## src/rtl/debug_pkg.sv

```systemverilog
// Shared state encodings and host command bytes for the debug controller.
package debug_pkg;

  typedef enum logic [2:0] {
    ST_LOAD  = 3'd0,
    ST_MODE  = 3'd1,
    ST_DEBUG = 3'd2,
    ST_STEP  = 3'd3,
    ST_DUMP  = 3'd4,
    ST_RUN   = 3'd5,
    ST_FINAL = 3'd6,
    ST_DONE  = 3'd7
  } state_e;

  localparam logic [7:0] CMD_DEBUG  = 8'hFF;
  localparam logic [7:0] CMD_RUN    = 8'h00;
  localparam logic [7:0] CMD_STEP   = 8'hAA;
  localparam logic [7:0] CMD_RUNEND = 8'h55;

endpackage

```

## src/rtl/debug_tx_serializer.sv

```systemverilog
// Streams a loaded snapshot LSB byte first; first byte valid the cycle after load.
// Holds the current byte while tx_ready_i is low; done_o pulses the cycle after the last transfer.
module debug_tx_serializer #(
  parameter int NBYTES = 16
) (
  input  logic                  clock_i,
  input  logic                  reset_ni,
  input  logic                  load_i,
  input  logic [NBYTES*8-1:0]   data_i,
  input  logic                  tx_ready_i,
  output logic                  tx_valid_o,
  output logic [7:0]            tx_byte_o,
  output logic                  done_o
);

  localparam int CW = $clog2(NBYTES + 1);

  logic [NBYTES*8-1:0] buf_q, buf_d;
  logic [CW-1:0]       cnt_q, cnt_d;
  logic                valid_q, valid_d;
  logic                done_q, done_d;

  always_comb begin
    buf_d   = buf_q;
    cnt_d   = cnt_q;
    valid_d = valid_q;
    done_d  = 1'b0;
    if (load_i) begin
      buf_d   = data_i;
      cnt_d   = CW'(NBYTES);
      valid_d = 1'b1;
    end else if (valid_q && tx_ready_i) begin
      // The byte on the wire is always buf_q[7:0]; shifting exposes the next one.
      buf_d = buf_q >> 8;
      cnt_d = cnt_q - 1'b1;
      if (cnt_q == CW'(1)) begin
        valid_d = 1'b0;
        done_d  = 1'b1;
      end
    end
  end

  always_ff @(posedge clock_i or negedge reset_ni) begin
    if (!reset_ni) begin
      buf_q   <= '0;
      cnt_q   <= '0;
      valid_q <= 1'b0;
      done_q  <= 1'b0;
    end else begin
      buf_q   <= buf_d;
      cnt_q   <= cnt_d;
      valid_q <= valid_d;
      done_q  <= done_d;
    end
  end

  assign tx_valid_o = valid_q;
  assign tx_byte_o  = buf_q[7:0];
  assign done_o     = done_q;

endmodule

```

## src/rtl/debug_ctrl.sv

```systemverilog
// Host debug controller: loads program words, then runs or single-steps the pipeline and dumps status.
// Writes land one cycle after the last rx byte; status bytes obey tx valid/ready, rx is dropped meanwhile.
module debug_ctrl
  import debug_pkg::*;
#(
  parameter int WORD_WIDTH = 32,
  parameter int ADDR_WIDTH = 10,
  parameter int DUMP_WORDS = 4
) (
  input  logic                             i_clock,
  input  logic                             i_reset_n,
  input  logic                             i_rx_valid,
  input  logic [7:0]                       i_rx_byte,
  output logic                             o_tx_valid,
  output logic [7:0]                       o_tx_byte,
  input  logic                             i_tx_ready,
  input  logic                             i_finish,
  input  logic [DUMP_WORDS*WORD_WIDTH-1:0] i_dump,
  output logic                             o_wr_en,
  output logic [ADDR_WIDTH-1:0]            o_wr_addr,
  output logic [WORD_WIDTH-1:0]            o_wr_data,
  output logic                             o_start,
  output logic                             o_step,
  output logic                             o_error,
  output logic [2:0]                       o_state
);

  localparam int BYTES = WORD_WIDTH / 8;
  localparam int BC_W  = $clog2(BYTES);
  localparam logic [BC_W-1:0] LAST_BYTE = BC_W'(BYTES - 1);

  state_e                  state_q, state_d;
  logic [ADDR_WIDTH:0]     addr_q, addr_d;
  logic [BC_W-1:0]         bcnt_q, bcnt_d;
  logic [WORD_WIDTH-9:0]   asm_q, asm_d;
  logic [WORD_WIDTH-1:0]   word_full;
  logic                    wr_en_q, wr_en_d;
  logic [ADDR_WIDTH-1:0]   wr_addr_q, wr_addr_d;
  logic [WORD_WIDTH-1:0]   wr_data_q, wr_data_d;
  logic                    error_q, error_d;
  logic                    fin_seen_q, fin_seen_d;
  logic                    start_q, start_d;
  logic                    step_q, step_d;
  logic                    ld_q, ld_d;
  logic                    ser_done;

  // Bytes arrive LSB first, so each new byte enters at the top and slides down.
  assign word_full = {i_rx_byte, asm_q};

  always_comb begin
    state_d    = state_q;
    addr_d     = addr_q;
    bcnt_d     = bcnt_q;
    asm_d      = asm_q;
    wr_en_d    = 1'b0;
    wr_addr_d  = wr_addr_q;
    wr_data_d  = wr_data_q;
    error_d    = error_q;
    fin_seen_d = fin_seen_q;
    case (state_q)
      ST_LOAD: begin
        if (i_rx_valid) begin
          asm_d = word_full[WORD_WIDTH-1:8];
          if (bcnt_q == LAST_BYTE) begin
            bcnt_d = '0;
            if (word_full == '0) begin
              state_d = ST_MODE;
            end else if (addr_q[ADDR_WIDTH]) begin
              error_d = 1'b1;
            end else begin
              wr_en_d   = 1'b1;
              wr_addr_d = addr_q[ADDR_WIDTH-1:0];
              wr_data_d = word_full;
              addr_d    = addr_q + 1'b1;
            end
          end else begin
            bcnt_d = bcnt_q + 1'b1;
          end
        end
      end
      ST_MODE: begin
        if (i_rx_valid && i_rx_byte == CMD_DEBUG) state_d = ST_DEBUG;
        else if (i_rx_valid && i_rx_byte == CMD_RUN) state_d = ST_RUN;
      end
      ST_DEBUG: begin
        if (i_finish) state_d = ST_DONE;
        else if (i_rx_valid && i_rx_byte == CMD_STEP) state_d = ST_STEP;
        else if (i_rx_valid && i_rx_byte == CMD_RUNEND) state_d = ST_RUN;
      end
      ST_STEP: begin
        if (i_finish) fin_seen_d = 1'b1;
        state_d = ST_DUMP;
      end
      ST_DUMP: begin
        if (i_finish) fin_seen_d = 1'b1;
        if (ser_done) state_d = (fin_seen_q || i_finish) ? ST_DONE : ST_DEBUG;
      end
      ST_RUN: begin
        if (i_finish) state_d = ST_FINAL;
      end
      ST_FINAL: begin
        if (ser_done) state_d = ST_DONE;
      end
      ST_DONE: state_d = ST_DONE;
      default: state_d = ST_LOAD;
    endcase
  end

  // Snapshot is taken during the first dump cycle, i.e. one cycle after the step pulse.
  assign ld_d    = (state_d == ST_DUMP  && state_q != ST_DUMP) ||
                   (state_d == ST_FINAL && state_q != ST_FINAL);
  assign start_d = state_d inside {ST_DEBUG, ST_STEP, ST_DUMP, ST_RUN, ST_FINAL};
  assign step_d  = state_d inside {ST_STEP, ST_RUN};

  always_ff @(posedge i_clock or negedge i_reset_n) begin
    if (!i_reset_n) begin
      state_q    <= ST_LOAD;
      addr_q     <= '0;
      bcnt_q     <= '0;
      asm_q      <= '0;
      wr_en_q    <= 1'b0;
      wr_addr_q  <= '0;
      wr_data_q  <= '0;
      error_q    <= 1'b0;
      fin_seen_q <= 1'b0;
      start_q    <= 1'b0;
      step_q     <= 1'b0;
      ld_q       <= 1'b0;
    end else begin
      state_q    <= state_d;
      addr_q     <= addr_d;
      bcnt_q     <= bcnt_d;
      asm_q      <= asm_d;
      wr_en_q    <= wr_en_d;
      wr_addr_q  <= wr_addr_d;
      wr_data_q  <= wr_data_d;
      error_q    <= error_d;
      fin_seen_q <= fin_seen_d;
      start_q    <= start_d;
      step_q     <= step_d;
      ld_q       <= ld_d;
    end
  end

  debug_tx_serializer #(
    .NBYTES(DUMP_WORDS * BYTES)
  ) u_ser (
    .clock_i   (i_clock),
    .reset_ni  (i_reset_n),
    .load_i    (ld_q),
    .data_i    (i_dump),
    .tx_ready_i(i_tx_ready),
    .tx_valid_o(o_tx_valid),
    .tx_byte_o (o_tx_byte),
    .done_o    (ser_done)
  );

  assign o_wr_en   = wr_en_q;
  assign o_wr_addr = wr_addr_q;
  assign o_wr_data = wr_data_q;
  assign o_start   = start_q;
  assign o_step    = step_q;
  assign o_error   = error_q;
  assign o_state   = state_q;

endmodule

```

## config.mk

```make
export PLATFORM = sky130hd
export DESIGN_NAME = debug_ctrl
export DESIGN_NICKNAME = d
export VERILOG_FILES = /design/src/rtl/debug_pkg.sv /design/src/rtl/debug_tx_serializer.sv /design/src/rtl/debug_ctrl.sv
export SDC_FILE = /design/constraint.sdc
export NUM_CORES = 1
export LEC_CHECK = 0
export ABC_CLOCK_PERIOD_IN_PS = 2200
export BUFFER_PORTS_ARGS = -buffer_cell sky130_fd_sc_hd__buf_4
export CAP_MARGIN = 15
export CORE_MARGIN = 2
export CORE_UTILIZATION = 55
export DETAILED_ROUTE_END_ITERATION = 7
export GPL_ROUTABILITY_DRIVEN = 1
export HOLD_SLACK_MARGIN = 0.06
export PLACE_DENSITY = 0.83
export SETUP_SLACK_MARGIN = 0.1
export SLEW_MARGIN = 15
export SYNTH_ARGS = -nofsm -noshare
export SYNTH_HDL_FRONTEND = slang
export SYNTH_SLANG_ARGS = --single-unit
```

## constraint.sdc

```tcl
create_clock -name i_clock -period 2.2 [get_ports i_clock]
set_input_delay 0.11 -clock i_clock [delete_from_list [all_inputs] [get_ports i_clock]]
set_output_delay 0.11 -clock i_clock [all_outputs]
set_load 0.1 [all_outputs]
```

==> results.json, run 1 <==
{
  "status": "finished, final reports clean",
  "leakagePower_nw": 6.947,
  "avgRoutedWirePerCell_um": 19.04,
  "die_h_um": 138.0,
  "core_um2": 17780,
  "pwr-share-comb_pct": 25.2,
  "ys_top_cells_by_count": "dfrtp_1 (223), nand2_1 (142), o21ai_0 (128)",
  "period_needed_ns": 2.047,
  "clkTransAtPathRegs_ns": 0.06,
  "first_iter_violations": 454,
  "cp.required_ns": 2.59,
  "hold_viol": 0,
  "yosysMostFrequentCell": "dfrtp_1",
  "pre_cts_ws_ns": 0.1305,
  "cts_max_level": 1,
  "antenna_found_initial": 1,
  "synthTopCellsByArea": "dfrtp_1 (56%), mux2i_1 (12%), o21ai_0 (6.5%), mux2_4 (6.1%), nand2_1 (5.4%)",
  "ant_nets": 0,
  "routed_via_density": 5.493,
  "grt_pass1_wl_um": 43480,
  "grt.overflow.total": 0,
  "maxSlewViolCount": 0,
  "syn_area_um2": 9881,
  "yosysTopAreaCellShare_pct": 56.48,
  "nets": 1313,
  "dpl.hpwl_um": 14750,
  "power_switching_share_pct": 32.45,
  "setup_tns_ns": 0,
  "worstSetupPathType": "reg2reg",
  "skew_ns": 0.02283,
  "cp_max_fo": 27,
  "io_pins": 199,
  "gp_congestion": 0.8464,
  "intPower_w": 0.008966,
  "max_freq_mhz": 488.4,
  "syn_to_final_growth_pct": 40.85,
  "syn-num-nets": 989,
  "fp.dieArea_um2": 19050,
  "die_w_um": 138.0,
  "clockBufferDepth": 3,
  "setup.worst_path.start_class": "register",
  "ys_seq_area_share_pct": 56.48,
  "p_seq_share_pct": 43.8,
  "grt_max_degree": 76,
  "drtPass1Iterations": 5,
  "grt_pass1_vias": 8286,
  "period_share_pct": 93.07,
  "vias": 7783,
  "min_path_type": "in2async",
  "power_density_nw_per_um2": 953.6,
  "yosysUniqueCellTypes": 45,
  "clk_root_buffer_cell": "clkbuf_16",
  "grt_use_total_pct": 28.03,
  "drive_above_1_share_pct": 28.75,
  "drt_wl_total_um": 26980,
  "p_sw_w": 0.004306,
  "insertion_delay_ns": 0.52,
  "vdd_drop_max_v": 0.0008886,
  "setup_slack_ns": 0.1525,
  "worst_slew_pin_slew_ns": 0.6220,
  "rows": 49,
  "cp-end-kind": "register",
  "io_buffers": 198,
  "finalSetupViolCount": 0,
  "worstPathArrival_ns": 2.43,
  "clkPwrFrac_pct": 31.0,
  "cts.sinks": 223,
  "async_reset_ff_share_pct": 100.0,
  "hold_ws_ns": 0.1477,
  "maxCapViolCount": 0,
  "postSynth.topFlopCell": "dfrtp_1",
  "syn_inst": 844,
  "maxSlewHeadroom_pct": 58.53,
  "yosysTopAreaCell": "dfrtp_1",
  "rsz0062_at_grt": "no",
  "synth_area_per_cell_um2": 11.71,
  "initial_utilization_pct": 55.57,
  "tritoncts": "built",
  "drc_errors": 0,
  "synth_enable_flop_cells": 0,
  "cts_inserted_buffers": 24,
  "ys_warn_count": 0,
  "ys_ff_latch": 223
}
-- cells in the final DEF (no fill, tap or decap), types with 2 or more instances in the layout --
cell | Yosys | routed
a21o_1 | 2 | 2
a21oi_1 | 5 | 5
and3_1 | 5 | 5
and4_1 | 2 | 2
buf_12 | 0 | 8
buf_4 | 10 | 211
bufinv_16 | 0 | 2
clkbuf_1 | 31 | 3
clkbuf_16 | 0 | 24
clkbuf_8 | 0 | 7
clkinv_2 | 0 | 6
dfrtp_1 | 223 | 219
dfrtp_4 | 0 | 4
diode_2 | 0 | 2
dlygate4sd3_1 | 0 | 140
ha_1 | 4 | 4
inv_1 | 7 | 7
mux2_1 | 3 | 3
mux2_2 | 26 | 26
mux2_4 | 40 | 40
mux2i_1 | 120 | 120
nand2_1 | 142 | 141
nand3_1 | 4 | 4
nand4_1 | 8 | 8
nor2_1 | 13 | 13
nor2b_1 | 4 | 4
nor3_1 | 2 | 2
nor4_1 | 8 | 4
nor4_2 | 2 | 4
nor4_4 | 0 | 2
o21ai_0 | 128 | 128
o21bai_1 | 3 | 3
xnor2_1 | 11 | 11
xor2_1 | 2 | 2
-- kinds of logic (layout without fill, tap and decap cells) --
family | Yosys count | after routing | synth area share, %
muxes | 189 | 189 | 21.54
and+or+nand+nor | 197 | 197 | 8.839
AOI/OAI and AO/OA | 148 | 148 | 7.927
xor gates and xnor gates | 13 | 13 | 1.152
other | 0 | 2 | 0
DFF | 223 | 223 | 56.48
adders and majority gates | 4 | 4 | 0.5065
buffers and inverters | 70 | 412 | 3.558
-- flip-flops by register name (all words and copies together), names as in the netlist, 2 cells and up --
signal,cells
addr_q,11
asm_q,24
u_ser.buf_q,128
o_wr_addr,10
bcnt_q,2
o_state,3
o_wr_data,32
u_ser.cnt_q,5
-- critical path: stages, from the launching register on --
cell and delay (ns):
dfrtp_4 0.54, nor4b_4 0.36, buf_6 0.31, nand2_1 0.12, nor3_1 0.31, nor4_1 0.11
inv_1 0.10, a21oi_1 0.06
-- repair_timing --
item,CTS,global route
setup buffers,0,3
gates resized for setup,0,7
setup endpoints to repair,0,45
endpoints found under the hold margin,297,0
hold buffers,140,0
-- metrics by stage --
stage | area [um2] | std cells | utilization (%) | power (W)
finish | 13920 | 1417 | 78.28 | 0.01327
global route | 13910 | 1416 | 78.26 | 0.01388
CTS | 13840 | 1412 | 77.86 | 0.01317
detailed placement | 11620 | 1228 | 65.35 | 0.008835
global placement | 11620 | 1228 | 65.35 | 0.008700
floorplan | 9906 | 844 | - | 0.007932
-- power groups by stage --
stage	logic (W)	clock network [W]	registers, W
after floorplan	0.00218	0	0.00575
after global placement	0.00293	0	0.00577
after detailed placement	0.00302	0	0.00581
after CTS	0.00325	0.00418	0.00574
after global routing	0.00361	0.00436	0.00590
final	0.00335	0.00412	0.00581
-- worst paths after layout --
path,startpoint,to,slack (ns),cells past startpoint
max,o_state[2],o_start,0.15,7
min,i_reset_n,u_ser.buf_q[0],0.15,2
max reg2reg,o_state[2],o_start,0.15,7
min reg2reg,addr_q[10],addr_q[10],0.47,1
max in group asynchronous,i_reset_n,o_wr_data[26],1.29,3
min in group i_clock,i_rx_byte[0],o_error,0.19,5
-- final cells by class --
cell class                      count  area (um2)
Tap cell                          229       286.5
Inverter                            7       26.28
Timing Repair Buffer              361        3172
Multi-Input combinational cell    551        4009
Sequential cell                   223        5595
Antenna cell                        2       5.005
Fill cell                         968        3862
Clock buffer                       34       708.2
Clock inverter                     10       115.1
-- routing by layer --
layer | GRT usage [%] | wire [um] | vias up
met5 | 0 | 0 | -
met4 | 11.28 | 997 | 0
met3 | 4.815 | 1210 | 78
met2 | 49.43 | 14230 | 288
met1 | 34.47 | 10540 | 3824
li1 | - | - | 3593
Power figures use the tool's default switching activity.
==> inputs of run 2 (changes only) <==
--- a/config.mk
+++ b/config.mk
@@ -13,7 +13,7 @@
 export DETAILED_ROUTE_END_ITERATION = 7
 export GPL_ROUTABILITY_DRIVEN = 1
 export HOLD_SLACK_MARGIN = 0.06
-export PLACE_DENSITY = 0.83
+export PLACE_DENSITY_LB_ADDON = 0.05
 export SETUP_SLACK_MARGIN = 0.1
 export SLEW_MARGIN = 15
 export SYNTH_ARGS = -nofsm -noshare
==> run 2 against run 1 <==
Die area did not move. Global-route usage is 1.9 points lower. Routed wire length fell by 8.0%. Design area down 0.40%. Sequential cell count unchanged. Clock skew down 0.013 ns. Core utilization decreased by 0.31 points. Sequential power is 0.9% lower. Count of clock-buffer cells in the layout increased by 2. Critical path depth fell by 2. Cell count shrank 0.64%. Highest routed layer unchanged.
==> results.json, run 2 (synthesized netlist as in run 1, its figures left out) <==
{
  "max_freq_mhz": 492.8,
  "drive_above_1_share_pct": 27.74,
  "nets": 1310,
  "layout_commonest_cell": "dfrtp_1",
  "syn_to_final_growth_pct": 40.29,
  "rsz0062_at_grt": "yes",
  "clk_root_buffer_cell": "clkbuf_16",
  "total_power_w": 0.01305,
  "fillCellCount": 1066,
  "rows": 49,
  "vdd_drop_max_v": 0.0008686,
  "power_density_nw_per_um2": 941.6,
  "antenna_found_initial": 0,
  "grt_pass1_wl_um": 41000,
  "dpl.hpwl_um": 14550,
  "grt_pass1_vias": 7798,
  "place_inst": 1228,
  "routed_via_density": 5.293,
  "insertion_delay_ns": 0.51,
  "die_h_um": 138.0,
  "period_share_pct": 92.23,
  "grt_max_degree": 71,
  "cts_setup_buffers": 0,
  "die_w_um": 138.0,
  "hold_viol": 0,
  "worstPathArrival_ns": 2.41,
  "drtPass1Iterations": 4,
  "worst_slew_pin_slew_ns": 0.6673,
  "io_pins": 199,
  "r2r_start": "asm_q[1]",
  "gp_congestion": 0.7901,
  "status": "finished, final reports clean",
  "grt_use_total_pct": 26.10,
  "drt_wl_total_um": 24810,
  "final_cells": 1408,
  "largest_register_ffs": 128,
  "clkTransAtPathRegs_ns": 0.06,
  "r2r_cells": 5,
  "maxSlewViolCount": 0,
  "first_iter_violations": 459,
  "setup_tns_ns": 0,
  "tritoncts": "built",
  "core_um2": 17780,
  "initial_utilization_pct": 55.57,
  "min_path_type": "in2async",
  "maxSlewHeadroom_pct": 55.52,
  "cts.sinks": 223,
  "vias": 7453,
  "avgRoutedWirePerCell_um": 17.62,
  "rr_endpoint": "o_wr_data[26]",
  "cp-end-kind": "register",
  "antennaDiodeCount": 0,
  "ant_nets": 0,
  "worstSetupPathType": "reg2reg",
  "cp.required_ns": 2.58,
  "drc_errors": 0,
  "cp_max_fo": 25,
  "io_buffers": 198,
  "fp.dieArea_um2": 19050,
  "skew_ns": 0.009762,
  "cts_inserted_buffers": 24,
  "grt.overflow.total": 0,
  "period_needed_ns": 2.029,
  "finalSetupViolCount": 0,
  "setup.worst_path.start_class": "register",
  "leakagePower_nw": 6.910,
  "most-common-layout-cells": "dfrtp_1 (219), buf_4 (205), nand2_1 (141), dlygate4sd3_1 (140), o21ai_0 (128)",
  "cts_max_level": 1,
  "clockBufferDepth": 3,
  "maxCapViolCount": 0,
  "regMostFlops": "u_ser.buf_q",
  "reg2reg_slack_ns": 0.17
}
## run 2: worst max-delay path: stages, from the launching register on
cell,delay (ns)
dfrtp_1,0.39
nor4_1,0.41
nand4_1,0.23
o2111a_2,0.36
buf_12,0.19
mux2_4,0.31
## run 2: what timing repair did
action	CTS	global route
setup endpoints to repair	0	53
hold buffers	140	0
resized for setup	0	4
hold endpoints to repair	371	0
## run 2: cell type report
cell class                      instances  area (um2)  share of cell area, %
Clock buffer                           36       706.9                  5.100
Clock inverter                          4       70.07                 0.5055
Tap cell                              229       286.5                  2.067
Multi-Input combinational cell        551        3990                  28.78
Inverter                                7       26.28                 0.1895
Sequential cell                       223        5595                  40.36
Timing Repair Buffer                  358        3187                  22.99
## run 2: per-stage QoR
stage	hold slack, ns	util (%)	worst slack (ns)	cell area, um2
6_report	0.1039	77.97	0.1709	13860
5_1_grt	0.1394	77.97	0.09849	13860
4_1_cts	0.1204	77.81	0.1404	13830
3_5_place_dp	0.05327	65.56	0.2205	11660
3_3_place_gp	0.05232	65.56	0.2449	11660
2_1_floorplan	-0.1856	-	0.07286	9906
## run 2: how the worst max path moves through the flow
| stage | start | end | slack, ns |
|---|---|---|---|
| after global placement | o_state[2] | o_start | 0.24 |
| after floorplan | o_state[2] | o_wr_addr[0] | 0.07 |
| final | asm_q[1] | o_wr_data[26] | 0.17 |
| after global routing | asm_q[1] | o_wr_data[0] | 0.1 |
| after detailed placement | i_rx_byte[1] | o_wr_data[0] | 0.22 |
| after CTS | i_rx_byte[1] | o_wr_data[5] | 0.14 |
## run 2: report_power, final
group / switching, W / internal (W)
logic: 0.00187 / 0.00144
clock network: 0.00155 / 0.00243
registers: 0.000687 / 0.00508
total: 0.00411 / 0.00894
## run 2: per-layer routing
metal / vias up / wire length [um] / GRT usage (%)
met5: - / 0 / 0
met4: 0 / 540 / 6.230
met3: 42 / 1095 / 4.399
met2: 208 / 12390 / 44.58
met1: 3636 / 10780 / 35.29
li1: 3567 / - / -
==> inputs of run 3 (changes only) <==
--- a/config.mk
+++ b/config.mk
@@ -5,11 +5,11 @@
 export SDC_FILE = /design/constraint.sdc
 export NUM_CORES = 1
 export LEC_CHECK = 0
-export ABC_CLOCK_PERIOD_IN_PS = 2200
-export BUFFER_PORTS_ARGS = -buffer_cell sky130_fd_sc_hd__buf_4
+export ABC_CLOCK_PERIOD_IN_PS = 1700
+export BUFFER_PORTS_ARGS = -buffer_cell sky130_fd_sc_hd__buf_2
 export CAP_MARGIN = 15
 export CORE_MARGIN = 2
-export CORE_UTILIZATION = 55
+export CORE_UTILIZATION = 50
 export DETAILED_ROUTE_END_ITERATION = 7
 export GPL_ROUTABILITY_DRIVEN = 1
 export HOLD_SLACK_MARGIN = 0.06
==> constraint.sdc (replaced) <==
create_clock -name i_clock -period 1.7 [get_ports i_clock]
set_input_delay 0.085 -clock i_clock [delete_from_list [all_inputs] [get_ports i_clock]]
set_output_delay 0.085 -clock i_clock [all_outputs]
set_load 0.1 [all_outputs]
==> run 3 against run 2 <==
The run now ends with setup timing left. Via count grew 1.3%. Die area grew 9.7%. Sequential power grew 28%. Cell count grew 6.3%. Count of clock-buffer cells in the layout is the same. Power grew 32%. Critical endpoint is now o_wr_data[20]. Largest power group unchanged.
==> results.json, run 3 (synthesized netlist as in run 1, its figures left out) <==
{
  "insertion_delay_ns": 0.51,
  "layout_commonest_cell": "dfrtp_1",
  "hold_viol": 0,
  "grt.overflow.total": 0,
  "io_pins": 199,
  "cp-end-kind": "register",
  "crit_chain": "nor4_2 > buf_4 > nand4_1 > o2111a_2 > buf_12 > mux2_4",
  "grt_pass1_wl_um": 39550,
  "rows": 51,
  "worstSetupPathType": "reg2reg",
  "initial_utilization_pct": 50.94,
  "maxSlewViolCount": 0,
  "worstPathArrival_ns": 2.38,
  "status": "finished, violations left",
  "place_inst": 1310,
  "antenna_found_initial": 0,
  "leakagePower_nw": 7.172,
  "finalSetupViolCount": 52,
  "nets": 1359,
  "slowest_stage": "dfrtp_1",
  "cp_max_fo": 19,
  "cts_inserted_buffers": 24,
  "avgRoutedWirePerCell_um": 16.50,
  "vdd_drop_max_v": 0.0009889,
  "maxSlewHeadroom_pct": 46.65,
  "dpl.hpwl_um": 15070,
  "clockBufferDepth": 3,
  "hold_ws_ns": 0.08916,
  "clkTransAtPathRegs_ns": 0.06,
  "syn_to_final_growth_pct": 42.66,
  "ant_nets": 0,
  "clk_root_buffer_cell": "clkbuf_16",
  "period_share_pct": 117.1,
  "pre_cts_ws_ns": -0.3075,
  "worst_slew_pin_slew_ns": 0.7976,
  "gp_congestion": 0.8020,
  "vias": 7552,
  "regMostFlops": "u_ser.buf_q",
  "die_h_um": 144.6,
  "min_path_type": "in2reg",
  "maxCapViolCount": 0,
  "core_um2": 19400,
  "antennaDiodeCount": 0,
  "setup_slack_ns": -0.2915,
  "total_power_w": 0.01723,
  "routed_via_density": 5.048,
  "grt_pass1_vias": 7889,
  "die_w_um": 144.6,
  "grt_use_total_pct": 23.79,
  "drt_wl_total_um": 24680,
  "most-common-layout-cells": "dfrtp_1 (218), buf_2 (194), nand2_1 (141), dlygate4sd3_1 (141), o21ai_0 (128)",
  "skew_ns": 0.008464,
  "first_iter_violations": 336,
  "drive_above_1_share_pct": 31.84,
  "final_util_pct": 72.67,
  "final_cells": 1496,
  "grt_max_degree": 65,
  "setup.worst_path.start_class": "register",
  "period_needed_ns": 1.992,
  "cts.sinks": 223,
  "cts_max_level": 1,
  "max_stage_delay_ns": 0.39,
  "power_density_nw_per_um2": 1222,
  "largest_register_ffs": 128,
  "max_freq_mhz": 502.1,
  "drtPass1Iterations": 4,
  "drc_errors": 0,
  "rsz0062_at_grt": "yes",
  "io_buffers": 198,
  "violations": "setup timing",
  "fp.dieArea_um2": 20900,
  "cp.required_ns": 2.09,
  "tritoncts": "built"
}
[run 3: per-layer routing]
layer  share of wire, %  global-route usage, %  vias to the layer above
met5                  0                      0                        -
met4                2.0                  6.592                        0
met3                4.7                  3.675                       39
met2                 49                  40.21                      199
met1                 44                  32.13                     3651
li1                   -                      -                     3663
[run 3: what timing repair did]
item                                   4_1_cts  5_1_grt
gates resized for setup                     39       12
endpoints found under the hold margin      370        0
pin swaps                                    5        4
setup endpoints to repair                   81       83
hold buffers                               141        0
buffers inserted                             3        1
[run 3: critical path: cells and delay by family, from the launching register on]
family,cells,cell delay [ns]
and+or+nand+nor,2,0.43
DFF,1,0.39
AOI/OAI and AO/OA,1,0.37
muxes,1,0.32
buffers and inverters,2,0.35
[run 3: metrics by stage]
step	instance area [um2]	setup TNS, ns
3_3_place_gp	11630	-15.31
6_report	14100	-12.73
5_1_grt	14100	-15.25
2_1_floorplan	9957	-25.00
3_5_place_dp	11630	-16.26
4_1_cts	14050	-12.14
[run 3: path summary, 6_finish.rpt]
| check | slack [ns] | depth (start not counted) | to | start |
|---|---|---|---|---|
| max | -0.29 | 6 | o_wr_data[20] | asm_q[6] |
| min | 0.09 | 4 | o_state[1] | i_rx_valid |
| max reg2reg | -0.29 | 6 | o_wr_data[20] | asm_q[6] |
| min reg2reg | 0.48 | 1 | addr_q[10] | addr_q[10] |
| max in group asynchronous | 0.34 | 3 | u_ser.buf_q[62] | i_reset_n |
| min in group asynchronous | 0.17 | 3 | u_ser.cnt_q[4] | i_reset_n |
[run 3: layout make-up]
type | count | area [um2]
repair buffers | 407 | 3146
fillers | 1371 | 5303
multi-input cells | 551 | 4167
inverters | 7 | 26.28
well taps | 265 | 331.6
clock buffers | 36 | 716.9
flip-flops and latches | 223 | 5599
clock inverters | 7 | 110.1
[run 3: power breakdown]
| part | internal [W] | switching, W | leakage, nW |
|---|---|---|---|
| Sequential | 0.00658 | 0.000805 | 3.01 |
| Clock | 0.00336 | 0.00208 | 0.409 |
| Combinational | 0.00190 | 0.00252 | 3.75 |
| Total | 0.0118 | 0.00540 | 7.17 |
